$ cat src/rtl/nn_alu_seq.sv
// -----------------------------------------------------------------------------
// nn_alu_seq
// Sequencer that feeds an external neural-network ALU. It accepts one command
// at a time, runs one ALU pass (plain ops) or two chained passes (fused
// FC_RELU / CONV_POOL), and returns the captured ALU result. It also owns the
// 16-byte weight matrix and a per-byte valid mask that gates the weight ops.
//
// Handshake rule (both channels): a transfer happens on a rising clock edge
// where valid and ready are both high. A valid, once raised, holds its payload
// stable until that transfer.
//
// Ports
//   clk_i, rst_i        clock, synchronous active-low reset
//   cmd_*               command channel (opcode, operand A, operand B)
//   wgt_*               weight byte write / mask clear, wgt_ack_o is
//                       combinational and only high in IDLE or RESP
//   alu_*               drive / capture of the external ALU
//   rsp_*               response channel (result, zero flag, reject flag)
//   busy_o              FSM is not idle
//   state_o             FSM state, for observation only
// -----------------------------------------------------------------------------
module nn_alu_seq #(
   parameter int BITWIDTH    = 32,
   parameter int MP_BITWIDTH = 8,
   parameter int WEIGHT_SIZE = 4,
   localparam int NW = WEIGHT_SIZE * WEIGHT_SIZE,
   localparam int WW = NW * MP_BITWIDTH,
   localparam int AW = $clog2(NW)
) (
   input  logic                   clk_i,
   input  logic                   rst_i,
   input  logic                   cmd_valid_i,
   output logic                   cmd_ready_o,
   input  logic [3:0]             cmd_op_i,
   input  logic [BITWIDTH-1:0]    cmd_a_i,
   input  logic [BITWIDTH-1:0]    cmd_b_i,
   input  logic                   wgt_we_i,
   input  logic [AW-1:0]          wgt_addr_i,
   input  logic [MP_BITWIDTH-1:0] wgt_data_i,
   input  logic                   wgt_clr_i,
   output logic                   wgt_ack_o,
   output logic [3:0]             alu_ctrl_o,
   output logic [BITWIDTH-1:0]    alu_data1_o,
   output logic [BITWIDTH-1:0]    alu_data2_o,
   output logic [WW-1:0]          alu_weight_o,
   input  logic [BITWIDTH-1:0]    alu_result_i,
   input  logic                   alu_zero_i,
   output logic                   rsp_valid_o,
   input  logic                   rsp_ready_i,
   output logic [BITWIDTH-1:0]    rsp_data_o,
   output logic                   rsp_zero_o,
   output logic                   rsp_err_o,
   output logic                   busy_o,
   output logic [1:0]             state_o
);

   typedef enum logic [1:0] {
      S_IDLE  = 2'd0,
      S_EXEC1 = 2'd1,
      S_EXEC2 = 2'd2,
      S_RESP  = 2'd3
   } state_t;

   state_t                 state;
   logic [MP_BITWIDTH-1:0] wgt_mem [NW];
   logic [NW-1:0]          wgt_mask;
   logic                   fused_q;
   logic [3:0]             pass2_ctrl_q;

   // weight port
   logic          wgt_window;
   logic          wr_take;
   logic          clr_take;
   logic [NW-1:0] wr_onehot;
   logic [NW-1:0] mask_next;

   // command decode
   logic       accept;
   logic [3:0] dec_ctrl;
   logic [3:0] dec_pass2;
   logic       dec_fused;
   logic       dec_illegal;
   logic       dec_needs_w;
   logic       reject;

   // Weight traffic is only served while no ALU pass is reading the matrix.
   assign wgt_window = ((state == S_IDLE) || (state == S_RESP)) && rst_i;
   assign wr_take    = wgt_window && wgt_we_i;
   assign clr_take   = wgt_window && wgt_clr_i;
   assign wgt_ack_o  = wr_take || clr_take;
   assign wr_onehot  = {{(NW-1){1'b0}}, 1'b1} << wgt_addr_i;

   // Clear is applied first so clear+write leaves only the written bit set.
   always_comb begin
      mask_next = wgt_mask;
      if (clr_take) mask_next = '0;
      if (wr_take)  mask_next = mask_next | wr_onehot;
   end

   assign cmd_ready_o = (state == S_IDLE) && rst_i;
   assign accept      = cmd_valid_i && cmd_ready_o;
   assign busy_o      = (state != S_IDLE);
   assign state_o     = state;

   always_comb begin
      dec_ctrl    = cmd_op_i;
      dec_pass2   = 4'b0000;
      dec_fused   = 1'b0;
      dec_illegal = 1'b0;
      dec_needs_w = 1'b0;
      case (cmd_op_i)
         4'b0000, 4'b1110, 4'b1111: dec_illegal = 1'b1;
         4'b1001, 4'b1010:          dec_needs_w = 1'b1;
         4'b1100: begin                // FC_RELU: FC pass then RELU pass
            dec_ctrl    = 4'b1001;
            dec_pass2   = 4'b0111;
            dec_fused   = 1'b1;
            dec_needs_w = 1'b1;
         end
         4'b1101: begin                // CONV_POOL: CONV pass then POOL pass
            dec_ctrl    = 4'b1010;
            dec_pass2   = 4'b1000;
            dec_fused   = 1'b1;
            dec_needs_w = 1'b1;
         end
         default: ;
      endcase
   end

   // The mask check sees a weight write landing in the same cycle.
   assign reject = dec_illegal || (dec_needs_w && !(&mask_next));

   // Byte k sits at the top end of the flat vector for k = 0.
   for (genvar k = 0; k < NW; k++) begin : g_wpack
      assign alu_weight_o[WW-1-MP_BITWIDTH*k -: MP_BITWIDTH] = wgt_mem[k];
   end

   always_ff @(posedge clk_i) begin
      if (!rst_i) begin
         state        <= S_IDLE;
         wgt_mask     <= '0;
         fused_q      <= 1'b0;
         pass2_ctrl_q <= 4'b0000;
         alu_ctrl_o   <= 4'b0000;
         alu_data1_o  <= '0;
         alu_data2_o  <= '0;
         rsp_valid_o  <= 1'b0;
         rsp_data_o   <= '0;
         rsp_zero_o   <= 1'b0;
         rsp_err_o    <= 1'b0;
         for (int k = 0; k < NW; k++) wgt_mem[k] <= '0;
      end else begin
         if (wr_take) wgt_mem[wgt_addr_i] <= wgt_data_i;
         wgt_mask <= mask_next;

         case (state)
            S_IDLE: begin
               if (accept) begin
                  if (reject) begin
                     state       <= S_RESP;
                     rsp_valid_o <= 1'b1;
                     rsp_err_o   <= 1'b1;
                     rsp_data_o  <= '0;
                     rsp_zero_o  <= 1'b0;
                  end else begin
                     state        <= S_EXEC1;
                     alu_ctrl_o   <= dec_ctrl;
                     alu_data1_o  <= cmd_a_i;
                     alu_data2_o  <= cmd_b_i;
                     fused_q      <= dec_fused;
                     pass2_ctrl_q <= dec_pass2;
                  end
               end
            end

            S_EXEC1: begin
               if (fused_q) begin
                  // First-pass result feeds the second pass unchanged.
                  state       <= S_EXEC2;
                  alu_ctrl_o  <= pass2_ctrl_q;
                  alu_data1_o <= alu_result_i;
                  alu_data2_o <= '0;
               end else begin
                  state       <= S_RESP;
                  alu_ctrl_o  <= 4'b0000;
                  alu_data1_o <= '0;
                  alu_data2_o <= '0;
                  rsp_valid_o <= 1'b1;
                  rsp_data_o  <= alu_result_i;
                  rsp_zero_o  <= alu_zero_i;
                  rsp_err_o   <= 1'b0;
               end
            end

            S_EXEC2: begin
               state       <= S_RESP;
               alu_ctrl_o  <= 4'b0000;
               alu_data1_o <= '0;
               alu_data2_o <= '0;
               rsp_valid_o <= 1'b1;
               rsp_data_o  <= alu_result_i;
               rsp_zero_o  <= alu_zero_i;
               rsp_err_o   <= 1'b0;
            end

            S_RESP: begin
               if (rsp_ready_i) begin
                  state       <= S_IDLE;
                  rsp_valid_o <= 1'b0;
                  rsp_data_o  <= '0;
                  rsp_zero_o  <= 1'b0;
                  rsp_err_o   <= 1'b0;
               end
            end

            default: state <= S_IDLE;
         endcase
      end
   end

endmodule

$ cat config.mk
export PLATFORM = sky130hd
export DESIGN_NAME = nn_alu_seq
export DESIGN_NICKNAME = d
export VERILOG_FILES = /design/src/rtl/nn_alu_seq.sv
export SDC_FILE = /design/constraint.sdc
export NUM_CORES = 1
export LEC_CHECK = 0
export BUFFER_PORTS_ARGS = -buffer_cell sky130_fd_sc_hd__buf_2
export CORE_AREA = 2 2 106 210
export CTS_CLUSTER_SIZE = 16
export DETAILED_ROUTE_END_ITERATION = 16
export DIE_AREA = 0 0 108 212
export GPL_TIMING_DRIVEN = 0
export HOLD_SLACK_MARGIN = 0.12
export PLACE_DENSITY = 0.78
export REMOVE_ABC_BUFFERS = 1
export SYNTH_ARGS = -nofsm -noshare
export SYNTH_HDL_FRONTEND = slang
export SYNTH_SLANG_ARGS = --single-unit
$ cat constraint.sdc
create_clock -name clk_i -period 4.3 [get_ports clk_i]
set_input_delay 0.86 -clock clk_i [delete_from_list [all_inputs] [get_ports clk_i]]
set_output_delay 0.86 -clock clk_i [all_outputs]
set_load 0.005 [all_outputs]
==> metrics list, run 1 <==
- Final hold viol count: 0
* Area enclosed by the die boundary: 0.0229 mm²
- The number of buffers and inverters on the critical path is 3.
- Post-synthesis async set-or-reset flop share: 0%
- Smallest hold slack: 0.459 ns
* All-Layer GR Usage: 25.0%
- After synthesis, the mean cell area works out to 10.7 µm².
- Clock latency on the worst-skew pair, taken at its later pin, is 0.52 ns.
* Starting DRC count in detailed routing: 479
- Grouping stages by cell kind, the critical path spends the most delay in compound AO/OA/AOI/OAI gates.
* HPWL reported at the end of detailed placement: 20700 µm
* Setup repair after global routing missed its margin: no
- Routed wire per std cell: 18.8 µm
* Syn Std Cell Area: 0.0105 mm²
- Worst setup SP type: flop
* Cell chosen for the clock root: sky130_fd_sc_hd__clkbuf_16
- Gate Count Post-Synth: 984
- After synthesis, the netlist uses 61 different library cells.
* Number of nets still failing antenna checks after routing: 0
- Slew Viols, Final: 0
- In the finished design, the share of the clock period the worst path needs comes to 94.2%.
- Share of layout cells above drive strength 1: 32.4%
- The worst register-to-register path begins at state_o[0]$_SDFFE_PN0P_.
* Via Count: 8712
- At the pin with the least slew margin, the transition time is 1.24 ns.
- Entering global routing, the biggest net connects 91 pins.
* IO Port Bufs: 354
- For this run, the top clock speed supported by timing is 0.247 GHz.
- TritonCTS Buffers: 22
- Measured along the x axis, the die boundary spans 108 µm.
- The worst hold path passes through 2 cells.
- Peak VDD IR: 0.404 mV
- Of all nets on the critical path, the largest fanout is 90.
* Worst hold path startpoint: rsp_zero_o$_SDFFE_PN0P_
- Cells fill 62.6% of the core in the end.
- Clock tree skew after final layout: 0.0156 ns
* Number of fill cells: 1770
* Critical path cell sequence: inv_1 -> ha_4 -> buf_16 -> nand4b_1 -> o41ai_2 -> o2111ai_2 -> o311ai_4 -> a41o_4 -> a21oi_4 -> buf_8 -> a22o_1
- The worst setup path is captured at a flop.
* Count of yosys warnings during synthesis: 0
- Aggregate global routing overflow: 0
- For this run, the slowest stage of the critical path takes 0.46 ns.
* TritonCTS clock tree: done
- Synthesis-stage register bit count: 252
- Register-to-Register Setup Slack: 0.25 ns
- In this run the core area contains 76 standard-cell rows.
- Total power divided by cell area: 538 mW/mm²
* Num ports: 355
- For this run, the post-layout net count is 1425.
- After clock tree synthesis, the clock-pin slew on the worst setup and hold paths is 0.07 ns.
- In the routed layout, each cell is associated on average with a via count of 5.48.
- The first global-routing pass estimated 44500 µm of wire.
- Slowest stage cell on the critical path: sky130_fd_sc_hd__o41ai_2
- Weighted congestion at the end of routability-driven global placement: 0.864
* Number of enable-type register cells in the synthesized netlist: 128
- Sequential area share after synthesis: 60.3%
- Final wirelength: 29900 µm
- Core area: 0.0214 mm²
- Pleak: 6.14 nW
- In this run the critical register-to-register path is captured at alu_data2_o[28]$_SDFFE_PN0P_.
- From bottom edge to top edge, the die measures 212 µm.
* Final Setup Violations: 0
* Vias in the first global route: 8439
- Hold Buf Count CTS: 0
* Dominant synthesized flop cell: sky130_fd_sc_hd__edfxtp_1
* Initial antenna violation count: 2
* Run status: finished, final reports clean
* # Max-Cap Violations: 0
- Type of the setup path with the least slack: reg2reg
* P&R area growth vs syn: 27.7%
* Worst endpoint data arrival time: 4.44 ns
* Relative slew slack: 17.0%
- The worst hold path terminates at rsp_zero_o$_SDFFE_PN0P_.
* Number of buffers between clock root and the deepest sink: 3
* Initial core utilization: 49.0%
- Number of cells on the worst reg-to-reg path: 11
- Before antenna repair, the detailed router went through 5 iterations.
- DRC errors left: 0
* Total number of clock tree sinks: 252
- The min-delay analysis places its worst path in the category reg2reg.
* Final critical-path required period: 4.05 ns
- In this run the number of H-tree levels came out at 1.
- Data required time of the critical path: 4.69 ns
-- what timing repair did --
action | CTS | global route
gates cloned | 1 | 0
endpoints found under the setup margin | 102 | 90
gates resized for setup | 8 | 6
pin swaps | 3 | 2
endpoints found under the hold margin | 0 | 0
buffers inserted | 4 | 7
-- sequential cells by signal, summed over array words and instances, names as in the netlist --
name,flops
rsp_err_o,1
alu_data1_o,32
rsp_data_o,32
alu_data2_o,32
rsp_zero_o,1
fused_q,1
rsp_valid_o,1
pass2_ctrl_q,2
state_o,2
wgt_mem,128
wgt_mask,16
alu_ctrl_o,4
-- kinds of logic (layout without fill, tap and decap cells) --
family          count (synthesis)  count (layout)  share of synthesized area, %
fa+ha+maj                       5               5                         0.597
buf+inv                       121             453                          4.67
compound gates                160             161                          10.2
other cells                     0               1                             0
xor+xnor                        1               1                        0.0836
mux                            39              39                          3.76
simple gates                  406             406                          20.3
flops                         252             252                          60.3
-- placed cells by master, fill, tap and decap left out, types with 21 or more instances in the layout --
cell type / instances
sky130_fd_sc_hd__buf_2: 353
sky130_fd_sc_hd__edfxtp_1: 128
sky130_fd_sc_hd__nand2_1: 109
sky130_fd_sc_hd__nor3_1: 73
sky130_fd_sc_hd__and3_1: 49
sky130_fd_sc_hd__o22ai_1: 33
sky130_fd_sc_hd__dfxtp_1: 124
sky130_fd_sc_hd__a21oi_1: 52
sky130_fd_sc_hd__a22o_1: 32
sky130_fd_sc_hd__and2_1: 84
sky130_fd_sc_hd__inv_1: 42
sky130_fd_sc_hd__mux2i_1: 36
sky130_fd_sc_hd__nor2_1: 21
sky130_fd_sc_hd__nand3_1: 40
sky130_fd_sc_hd__clkbuf_16: 23
-- Yosys cell counts (all sizes together), types with 2 or more instances --
cell    count  area (µm²)
nor2       21        78.8
o21ai      14        70.1
o31ai       2        25.0
nand2b      4        25.0
nand4b      3        26.3
clkbuf     57         214
nand2     110         415
a211oi      3        22.5
mux2i      36         360
o311ai      2        25.0
o211ai      3        22.5
nand4       4        31.3
a21oi      53         265
nor3b       4        40.0
and4        2        17.5
a31o        2        17.5
o22ai      33         206
and2       84         526
ha          5        62.6
nor3       74         375
inv        42         158
dfxtp     124        2480
o41ai       2        17.5
o21a        2        15.0
buf        21         114
mux2        3        33.8
nor2b       4        25.0
and3       49         307
a22o       32         280
nand3      40         200
edfxtp    128        3840
a41oi       2        17.5
-- worst max path at each step --
stage,from,to,slack [ns],cells after the start
6_report,state_o[0]$_SDFFE_PN0P_,alu_data2_o[28]$_SDFFE_PN0P_,0.25,11
5_1_grt,state_o[0]$_SDFFE_PN0P_,alu_data2_o[3]$_SDFFE_PN0P_,0.02,11
4_1_cts,state_o[0]$_SDFFE_PN0P_,alu_data2_o[28]$_SDFFE_PN0P_,0.02,11
3_5_place_dp,rst_i,alu_data2_o[28]$_SDFFE_PN0P_,-1.15,10
3_3_place_gp,state_o[0]$_SDFFE_PN0P_,alu_data2_o[29]$_SDFFE_PN0P_,-3.24,9
2_1_floorplan,state_o[0]$_SDFFE_PN0P_,alu_data2_o[0]$_SDFFE_PN0P_,-1.35,9
-- routing by layer --
layer  vias to the layer above  global-route usage, %  wire (µm)
li1                       4144                      -          -
met1                      4136                   26.2      10300
met2                       338                   46.7      16500
met3                        92                   3.89       1660
met4                         2                   13.5       1510
met5                         -                      0          7
-- power breakdown --
group	internal, mW	total (mW)	switching, mW
logic	0.872	2.10	1.23
clock network	1.24	2.12	0.880
registers	2.83	2.98	0.148
-- cell type report --
| class | instances | area (µm²) | share of cell area (%) |
|---|---|---|---|
| flip-flops and latches | 252 | 6330 | 47.2 |
| multi-input cells | 612 | 3810 | 28.4 |
| repair buffers | 370 | 1980 | 14.8 |
| clock buffers | 30 | 613 | 4.58 |
| well taps | 273 | 342 | 2.55 |
| inverters | 43 | 161 | 1.21 |
| clock inverters | 10 | 155 | 1.16 |
| diodes | 1 | 2.50 | 0.0187 |
-- metrics by stage --
stage                     instances  power, mW  worst slack (ns)  setup TNS [ns]  instance area, µm²
after floorplan                 906       4.21             -1.35          -92.63               10200
after global placement         1533       4.94             -3.24         -320.05               12300
after detailed placement       1538       5.07             -1.15          -76.90               12400
after CTS                      1583       7.21            0.0176               0               13300
after global routing           1590       7.56            0.0247               0               13400
final                          1591       7.20             0.250               0               13400
-- tightest hold or removal path, stage by stage, from the launching register on --
cell and delay, ns:
sky130_fd_sc_hd__dfxtp_1 0.31, sky130_fd_sc_hd__nand2_1 0.05, sky130_fd_sc_hd__mux2i_1 0.06
Note: power is estimated with default switching activity, not from simulation.
==> inputs of run 2 (changes only) <==
- ABC_AREA: default -> 1
- CORE_AREA: 2 2 106 210 -> 2 2 105 208
- DIE_AREA: 0 0 108 212 -> 0 0 107 210
==> run 2 against run 1 <==
  * Non-clock buffer count shrank 14
  * Largest power group unchanged
  * Critical endpoint is now rsp_data_o[12]$_SDFFE_PN0P_
  * Register-to-register slack gained 0.12 ns
  * Routed wire length shrank 6.3%
  * Cell count grew 8.2%
  * Clock power is essentially flat
  * Sequential share of layout area grew 2.0 points
  * Die area shrank 1.9%
  * Via count grew 3.0%
  * Utilization shrank 1.2 points
==> metrics list, run 2 <==
* Total power divided by cell area: 591 mW/mm² (+9.9%)
- Type of the setup path with the least slack: reg2reg
- Hold Buf Count CTS: 0 (unchanged)
- Final critical-path required period: 3.92 ns (-0.125 ns)
- Part of the power in combinational logic: 30.8% (+1.6 points)
- The part of the power in the clock network came to 27.6% (-1.9 points).
* Core area: 0.0209 mm² (-2.2%)
- TritonCTS clock tree: done
* Seq pwr share: 41.6% (+0.3 points)
- The highest attainable clock frequency came to 0.255 GHz (+3.2%).
- Weighted congestion at the end of routability-driven global placement: 0.863 (-0.22%)
- Final Setup Violations: 0 (unchanged)
- The share of synthesized flip-flops with an asynchronous set or reset was 0% (unchanged).
- The sequential area share after synthesis is 61.9% (+1.6 points).
- Average vias per placed instance: 5.22 (-4.8%)
- DRC errors left: 0 (unchanged)
- The relative slew slack came to 16.7% (-0.29 points).
* Num ports: 355 (unchanged)
- The count of standard-cell rows came to 75 (-1.3%).
- The via count of the first global-routing pass is 8742 (+3.6%).
* Count of unique library cells instantiated by Yosys: 30 (-51%)
* Insertion delay to the later sink of the worst-skew pair: 0.51 ns (about the same)
* P&R area growth vs syn: 25.7%
- The post-route setup TNS came to 0 ns (unchanged).
- The average cell area after synthesis is 9.01 µm² (-15%).
* Count of yosys warnings during synthesis: 0 (unchanged)
- The commonest cells after synthesis are sky130_fd_sc_hd__nor2_1, sky130_fd_sc_hd__nand2_1, sky130_fd_sc_hd__edfxtp_1, sky130_fd_sc_hd__dfxtp_1, sky130_fd_sc_hd__inv_1.
* All-Layer GR Usage: 24.5% (-0.57 points)
- Drt first pass iters: 5 (unchanged)
- For this run, the leading register cell type out of synthesis is sky130_fd_sc_hd__edfxtp_1.
- The flip-flop and latch count after synthesis is 252 (unchanged).
- HPWL reported at the end of detailed placement: 19500 µm (-5.9%)
- Slew Viols, Final: 0 (unchanged)
- TritonCTS Buffers: 22 (unchanged)
- The total number of H-tree levels is 1 (unchanged).
* Net count of the finished layout: 1558 (+9.3%)
* Initial antenna violation count: 4 (+2)
- The flip-flop count of the largest register after layout came to 128 (unchanged).
* Total number of clock tree sinks: 252 (unchanged)
* Final Core Density: 61.3% (-1.2 points)
* Clock tree skew after final layout: 0.00826 ns (-0.00730 ns)
* Place WS: -1.79 ns (-0.636 ns)
- The total of buffers placed on input and output ports is 354 (unchanged).
- The number of nets with antenna violations after detailed routing came to 0 (unchanged).
* Cell chosen for the clock root: sky130_fd_sc_hd__clkbuf_16
- Gate Count Post-Synth: 1133 (+15%)
* Biggest fanout along the worst timing path: 75 (-17%)
- The library cell used most frequently in the layout, excluding fill and tap cells, is sky130_fd_sc_hd__buf_2.
- Final wirelength: 28000 µm (-6.3%)
- The die boundary width came to 107 µm (-0.93%).
* Net load switching power: 2.55 mW (+13%)
* Crit path setup slack, layout: 0.375 ns (+0.125 ns)
- The die span in y is 210 µm (-0.94%).
- # Max-Cap Violations: 0 (unchanged)
* Cell area after placement: 0.0120 mm² (-3.7%)
- The cell area after synthesis came to 0.0102 mm² (-2.6%).
- Leaving out fill and tap cells, the most frequent cells in the layout are sky130_fd_sc_hd__buf_2, sky130_fd_sc_hd__nor2_1, sky130_fd_sc_hd__nand2_1.
- In this run the worst hold path is classified as reg2reg.
- The internal power consumption was 5.04 mW (+1.9%).
* Setup repair after global routing missed its margin: no
- The critical path data arrival time is 4.32 ns (-0.12 ns).
- Top-count cell post-synth: sky130_fd_sc_hd__nor2_1
- The initial DRC count is 460 (-4.0%).
- Peak VDD IR: 0.439 mV (+8.9%)
- Largest Register: wgt_mem
- Number of buffers between clock root and the deepest sink: 3 (unchanged)
- The post-route cell area came to 0.0128 mm² (-4.1%).
- Ranked by total cell area, the synthesized netlist is headed by sky130_fd_sc_hd__edfxtp_1, sky130_fd_sc_hd__dfxtp_1, sky130_fd_sc_hd__nor2_1.
- Area share of the leading cell type in the synthesized netlist: 37.6% (+0.97 points)
* Area enclosed by the die boundary: 0.0225 mm² (-1.9%)
- Type of element capturing the critical path: flop
- The clock transition at the register clock pins on the worst setup and hold paths after CTS was 0.07 ns (about the same).
* Number of enable-type register cells in the synthesized netlist: 128 (unchanged)
- Pleak: 6.26 nW (+1.9%)
- Final worst-path cycle share: 91.3% (-2.9 points)
- The remaining global-route overflow came to 0 (unchanged).
- The routed via count came to 8976 (+3.0%).
- Cell type with the largest total area after synthesis: sky130_fd_sc_hd__edfxtp_1
- Initial core utilization: 48.8% (-0.19 points)
- Largest net degree at the start of global routing: 84 (-7.7%)
* Share of layout cells above drive strength 1: 28.0% (-4.5 points)
* Run status: finished, final reports clean
- Worst setup SP type: flop
- Transition time at the pin with the least slew margin: 1.25 ns (+0.00731 ns)
- Routed wire per std cell: 16.3 µm (-13%)
- Switching share of power: 33.6% (+2.2 points)
- First-pass GRT wire length: 43700 µm (-2.0%)
- The required arrival time at the worst endpoint came to 4.70 ns (about the same).
* Final hold viol count: 0 (unchanged)
==> run 2: cell types whose count changed in the layout (fill, tap and decap cells not counted), moves of 33 or more <==
cell                      delta
sky130_fd_sc_hd__nor3_1     -70
sky130_fd_sc_hd__o21ai_0    +33
sky130_fd_sc_hd__nand3_1    +33
sky130_fd_sc_hd__nand2_1   +102
sky130_fd_sc_hd__and2_1     -84
sky130_fd_sc_hd__and3_1     -49
sky130_fd_sc_hd__nor2_1    +240
sky130_fd_sc_hd__mux2i_1    -36
==> run 2: path summary, 6_finish.rpt <==
| check | from | to | slack (ns) | depth (start not counted) |
|---|---|---|---|---|
| max | state_o[0]$_SDFFE_PN0P_ | rsp_data_o[12]$_SDFFE_PN0P_ | 0.38 | 16 |
| min | alu_data2_o[18]$_SDFFE_PN0P_ | alu_data2_o[18]$_SDFFE_PN0P_ | 0.44 | 2 |
| min reg2reg | alu_data2_o[18]$_SDFFE_PN0P_ | alu_data2_o[18]$_SDFFE_PN0P_ | 0.44 | 2 |
| max reg2reg | state_o[0]$_SDFFE_PN0P_ | rsp_data_o[12]$_SDFFE_PN0P_ | 0.38 | 16 |
==> run 2: per-layer routing <==
layer  track usage [%]  wire (µm)  up-vias
met4              14.5       1560        0
met1              25.1       9330     4156
met5                 0          0        -
met3              4.58       2040       98
met2              45.1      15100      426
li1                  -          -     4296
==> run 2: kinds of logic after synthesis <==
| family | share of synthesized area [%] |
|---|---|
| and+or+nand+nor | 22.0 |
| AOI/OAI and AO/OA | 8.89 |
| buffers and inverters | 6.52 |
| adders and majority gates | 0.613 |
| DFF | 61.9 |
==> run 2: critical path, cell delays in order, from the launching register on <==
cell	delay [ns]
sky130_fd_sc_hd__dfxtp_1	0.48
sky130_fd_sc_hd__inv_1	0.16
sky130_fd_sc_hd__ha_4	0.43
sky130_fd_sc_hd__inv_16	0.29
sky130_fd_sc_hd__nand2_1	0.15
sky130_fd_sc_hd__nor2_4	0.27
sky130_fd_sc_hd__nand2_1	0.32
sky130_fd_sc_hd__nand2_1	0.13
sky130_fd_sc_hd__nand2_1	0.06
sky130_fd_sc_hd__nor2_1	0.14
sky130_fd_sc_hd__nand2_1	0.09
sky130_fd_sc_hd__o21ai_2	0.25
sky130_fd_sc_hd__nand3_1	0.22
sky130_fd_sc_hd__nand2_8	0.29
sky130_fd_sc_hd__inv_4	0.21
sky130_fd_sc_hd__nor2_1	0.16
sky130_fd_sc_hd__nor2_1	0.07
==> run 2: layout make-up <==
type / count / area, µm²
clock buffer: 27 / 622
inverter: 77 / 308
multi-input combinational: 725 / 3260
antenna: 4 / 10.0
fill: 1832 / 8090
clock inverter: 11 / 143
tap: 269 / 337
sequential: 252 / 6330
timing repair buffer: 356 / 1830
==> run 2: power groups by stage <==
stage	registers, mW	clock network [mW]	logic (mW)
2_1_floorplan	3.23	0	1.26
3_3_place_gp	3.18	0	2.21
3_5_place_dp	3.20	0	2.26
4_1_cts	3.15	2.12	2.32
5_1_grt	3.20	2.22	2.64
6_report	3.15	2.09	2.34
==> run 2: stage by stage <==
stage	cells	total power, mW	hold WS (ns)
2_1_floorplan	1054	4.50	0.430
3_3_place_gp	1677	5.39	0.434
3_5_place_dp	1678	5.46	0.439
4_1_cts	1716	7.59	0.448
5_1_grt	1721	8.05	0.469
6_report	1721	7.59	0.444
==> run 2: timing repair <==
| item | in CTS | in global routing |
|---|---|---|
| gates resized for setup | 10 | 5 |
| setup endpoints to repair | 212 | 85 |
| setup buffers | 0 | 0 |
==> inputs of run 3 (changes only) <==
- clock period: 4.3 -> 3.8 ns (I/O delays scaled with it)
==> run 3 against run 2 <==
  * Combinational power rose by 27%
  * Power rose by 17%
  * Largest power group unchanged
  * Utilization rose by 1.0 points
  * Cell area rose by 1.6%
  * Cell count rose by 0.70%
  * Global-route usage rose by 0.53 points
  * Largest cell class unchanged
  * Clock power rose by 14%
  * Clock skew rose by 0.0023 ns
  * Die area did not move
  * Critical path type unchanged
  * Clock-buffer cell count did not move
  * Worst setup slack got worse by 0.15 ns
  * Critical endpoint is now rsp_data_o[3]$_SDFFE_PN0P_
==> metrics list, run 3 (same netlist as run 2, synthesis figures left out) <==
- The number of sinks driven by the clock tree was 252 (unchanged).
- Transition time at the pin with the least slew margin: 1.28 ns (+0.0311 ns)
* Critical register-to-register path startpoint: state_o[1]$_SDFFE_PN0P_
- The relative slew slack came to 14.7% (-2.1 points).
* Clock-pin slew on the worst setup and hold paths: 0.07 ns (about the same)
- Height of the die: 210 µm (unchanged)
- The initial DRC count came to 548 (+19%).
* IO Port Bufs: 354 (unchanged)
* Hold Path End: alu_data2_o[18]$_SDFFE_PN0P_
- The pin count of the biggest net entering global routing came to 84 (unchanged).
- The number of buffers created by CTS was 22 (unchanged).
- The highest attainable clock frequency was 0.280 GHz (+9.9%).
- The fill cell total of the finished layout is 1812 (-1.1%).
* Routed wire per std cell: 17.5 µm (+7.7%)
* Final Setup Violations: 0 (unchanged)
- The maximum root-to-sink buffer count was 3 (unchanged).
- Area used by multi-input combinational logic: 0.00341 mm² (+4.5%)
- The final layout net count came to 1570 (+0.77%).
* Area enclosed by the die boundary: 0.0225 mm² (unchanged)
- The worst setup skew after layout came to 0.0106 ns (+0.00234 ns).
* Slew Viols, Final: 0 (unchanged)
* Type of the setup path with the least slack: reg2reg
- The post-route cell area is 0.0130 mm² (+1.6%).
- The maximum fanout along the worst path was 40 (-47%).
- The hold violation count in the final report was 0 (unchanged).
* Final wirelength: 30400 µm (+8.5%)
* Cell chosen for the clock root: sky130_fd_sc_hd__clkbuf_16
- The layout cell share with drive strength beyond 1 was 29.5% (+1.6 points).
- The clock insertion delay at the later pin of the skew report was 0.51 ns (about the same).
* Worst hold path startpoint: alu_data2_o[18]$_SDFFE_PN0P_
* Setup repair after global routing missed its margin: no
* Run status: finished, final reports clean
- Worst endpoint data arrival time: 3.96 ns (-0.36 ns)
- Std cell rows: 75 (unchanged)
* Cell area after placement: 0.0120 mm² (unchanged)
- Place WS: -2.29 ns (-0.500 ns)
- The routed via count is 9142 (+1.8%).
* First-pass GRT wire length: 44500 µm (+2.0%)
- The flip-flop count of the largest register after layout was 128 (unchanged).
- The power density normalized to cell area was 683 mW/mm² (+16%).
* Most frequent cells in the layout: sky130_fd_sc_hd__buf_2, sky130_fd_sc_hd__nor2_1, sky130_fd_sc_hd__nand2_1
* Initial core utilization: 48.8% (unchanged)
- Total area of sequential cells: 0.00633 mm² (about the same)
* DRC errors left: 0 (unchanged)
- The count of pins on the block boundary is 355 (unchanged).
- Worst hold path stage count: 2 (unchanged)
* Worst setup SP type: flop
* Initial antenna violation count: 4 (unchanged)
* Hold Buf Count CTS: 0 (unchanged)
- Final Core Density: 62.4% (+1.0 points)
- Final critical-path required period: 3.57 ns (-0.354 ns)
- STA classifies the critical path endpoint as a flop.
- The number of search-and-repair iterations in the first detailed-routing pass came to 7 (+2).
* Peak VDD IR: 0.653 mV (+49%)
- Path class of the lowest-slack min-delay path: reg2reg
- The total number of H-tree levels was 1 (unchanged).
- The routed via count divided by cell count is 5.28 (+1.1%).
- RR Endpoint: rsp_data_o[3]$_SDFFE_PN0P_
- Crit path setup slack, layout: 0.229 ns (-0.146 ns)
- The total global-route track usage came to 25.0% (+0.53 points).
- The routability congestion estimate came to 0.863 (unchanged).
* Data required time of the critical path: 4.19 ns (-0.51 ns)
* Vias in the first global route: 8797 (+0.63%)
* Width of the die: 107 µm (unchanged)
- Aggregate global routing overflow: 0 (unchanged)
* Core area: 0.0209 mm² (unchanged)
- Smallest hold slack: 0.446 ns (+0.00209 ns)
* Most common cell after layout, fill and taps aside: sky130_fd_sc_hd__buf_2
* Number of nets still failing antenna checks after routing: 0 (unchanged)
- The area growth from synthesis to layout is 27.8%.
- Final worst-path cycle share: 94.0% (+2.7 points)
* Register-to-Register Setup Slack: 0.23 ns (-0.15 ns)
* # Max-Cap Violations: 0 (unchanged)
- Pleak: 6.35 nW (+1.4%)
- TritonCTS clock tree: done
- Largest Register: wgt_mem
- The estimated wirelength of the detail-placed design came to 19500 µm (unchanged).
- The path depth of the worst reg2reg path came to 16 (unchanged).
-- run 3: layer usage --
metal | global-route usage, % | vias to the layer above | wire length (µm)
met3 | 4.64 | 92 | 2230
met5 | 0 | - | 0
met1 | 26.0 | 4281 | 10100
li1 | - | 4328 | -
met4 | 14.2 | 0 | 1410
met2 | 46.0 | 441 | 16700
-- run 3: per-stage QoR --
step	cells	power [mW]	TNS [ns]
2_1_floorplan	1054	5.09	-23.48
4_1_cts	1720	8.67	-0.211
3_5_place_dp	1678	6.18	-295.46
3_3_place_gp	1677	6.09	-272.18
6_report	1733	8.91	0
5_1_grt	1733	9.41	0
-- run 3: layout make-up --
| cell class | count | share of cell area, % |
|---|---|---|
| Sequential cell | 252 | 48.5 |
| Multi-Input combinational cell | 732 | 26.1 |
| Timing Repair Buffer | 360 | 14.4 |
| Clock buffer | 27 | 4.77 |
| Tap cell | 269 | 2.58 |
| Inverter | 77 | 2.36 |
| Clock inverter | 11 | 1.09 |
| Antenna cell | 4 | 0.0767 |
| Timing Repair inverter | 1 | 0.0671 |
-- run 3: report_power, final --
part           leakage [nW]  switching [mW]  internal [mW]
logic                  3.63            1.93           1.04
clock network         0.374           0.978           1.40
registers              2.34           0.231           3.34
-- run 3: worst max-delay path, stage by stage (launching register included) --
cell                      delay, ns
sky130_fd_sc_hd__dfxtp_1       0.43
sky130_fd_sc_hd__inv_1         0.14
sky130_fd_sc_hd__ha_4          0.40
sky130_fd_sc_hd__inv_16        0.23
sky130_fd_sc_hd__nand3_2       0.15
sky130_fd_sc_hd__nor2_2        0.26
sky130_fd_sc_hd__nand2_2       0.22
sky130_fd_sc_hd__nand2_1       0.11
sky130_fd_sc_hd__nand2_1       0.05
sky130_fd_sc_hd__nor2_1        0.14
sky130_fd_sc_hd__nand2_1       0.10
sky130_fd_sc_hd__o21ai_2       0.27
sky130_fd_sc_hd__nand3_2       0.24
sky130_fd_sc_hd__nand2_8       0.25
sky130_fd_sc_hd__inv_4         0.19
sky130_fd_sc_hd__nor2_1        0.15
sky130_fd_sc_hd__nor2_1        0.06
-- run 3: repair_timing --
item / 4_1_cts / 5_1_grt
gates resized for setup: 22 / 11
pin swaps: 1 / 5
setup endpoints to repair: 369 / 97
gates cloned: 2 / 6
buffers inserted: 2 / 3
-- run 3: worst max-delay path by stage --
stage	cells after the start	endpoint	slack, ns	from
floorplan	16	rsp_data_o[0]$_SDFFE_PN0P_	-0.35	state_o[0]$_SDFFE_PN0P_
global placement	17	rsp_zero_o$_SDFFE_PN0P_	-2.21	state_o[0]$_SDFFE_PN0P_
detailed placement	16	rsp_data_o[12]$_SDFFE_PN0P_	-2.29	state_o[0]$_SDFFE_PN0P_
CTS	15	alu_data2_o[14]$_SDFFE_PN0P_	-0.02	state_o[0]$_SDFFE_PN0P_
global route	16	rsp_data_o[20]$_SDFFE_PN0P_	0.04	state_o[1]$_SDFFE_PN0P_
finish	16	rsp_data_o[3]$_SDFFE_PN0P_	0.23	state_o[1]$_SDFFE_PN0P_
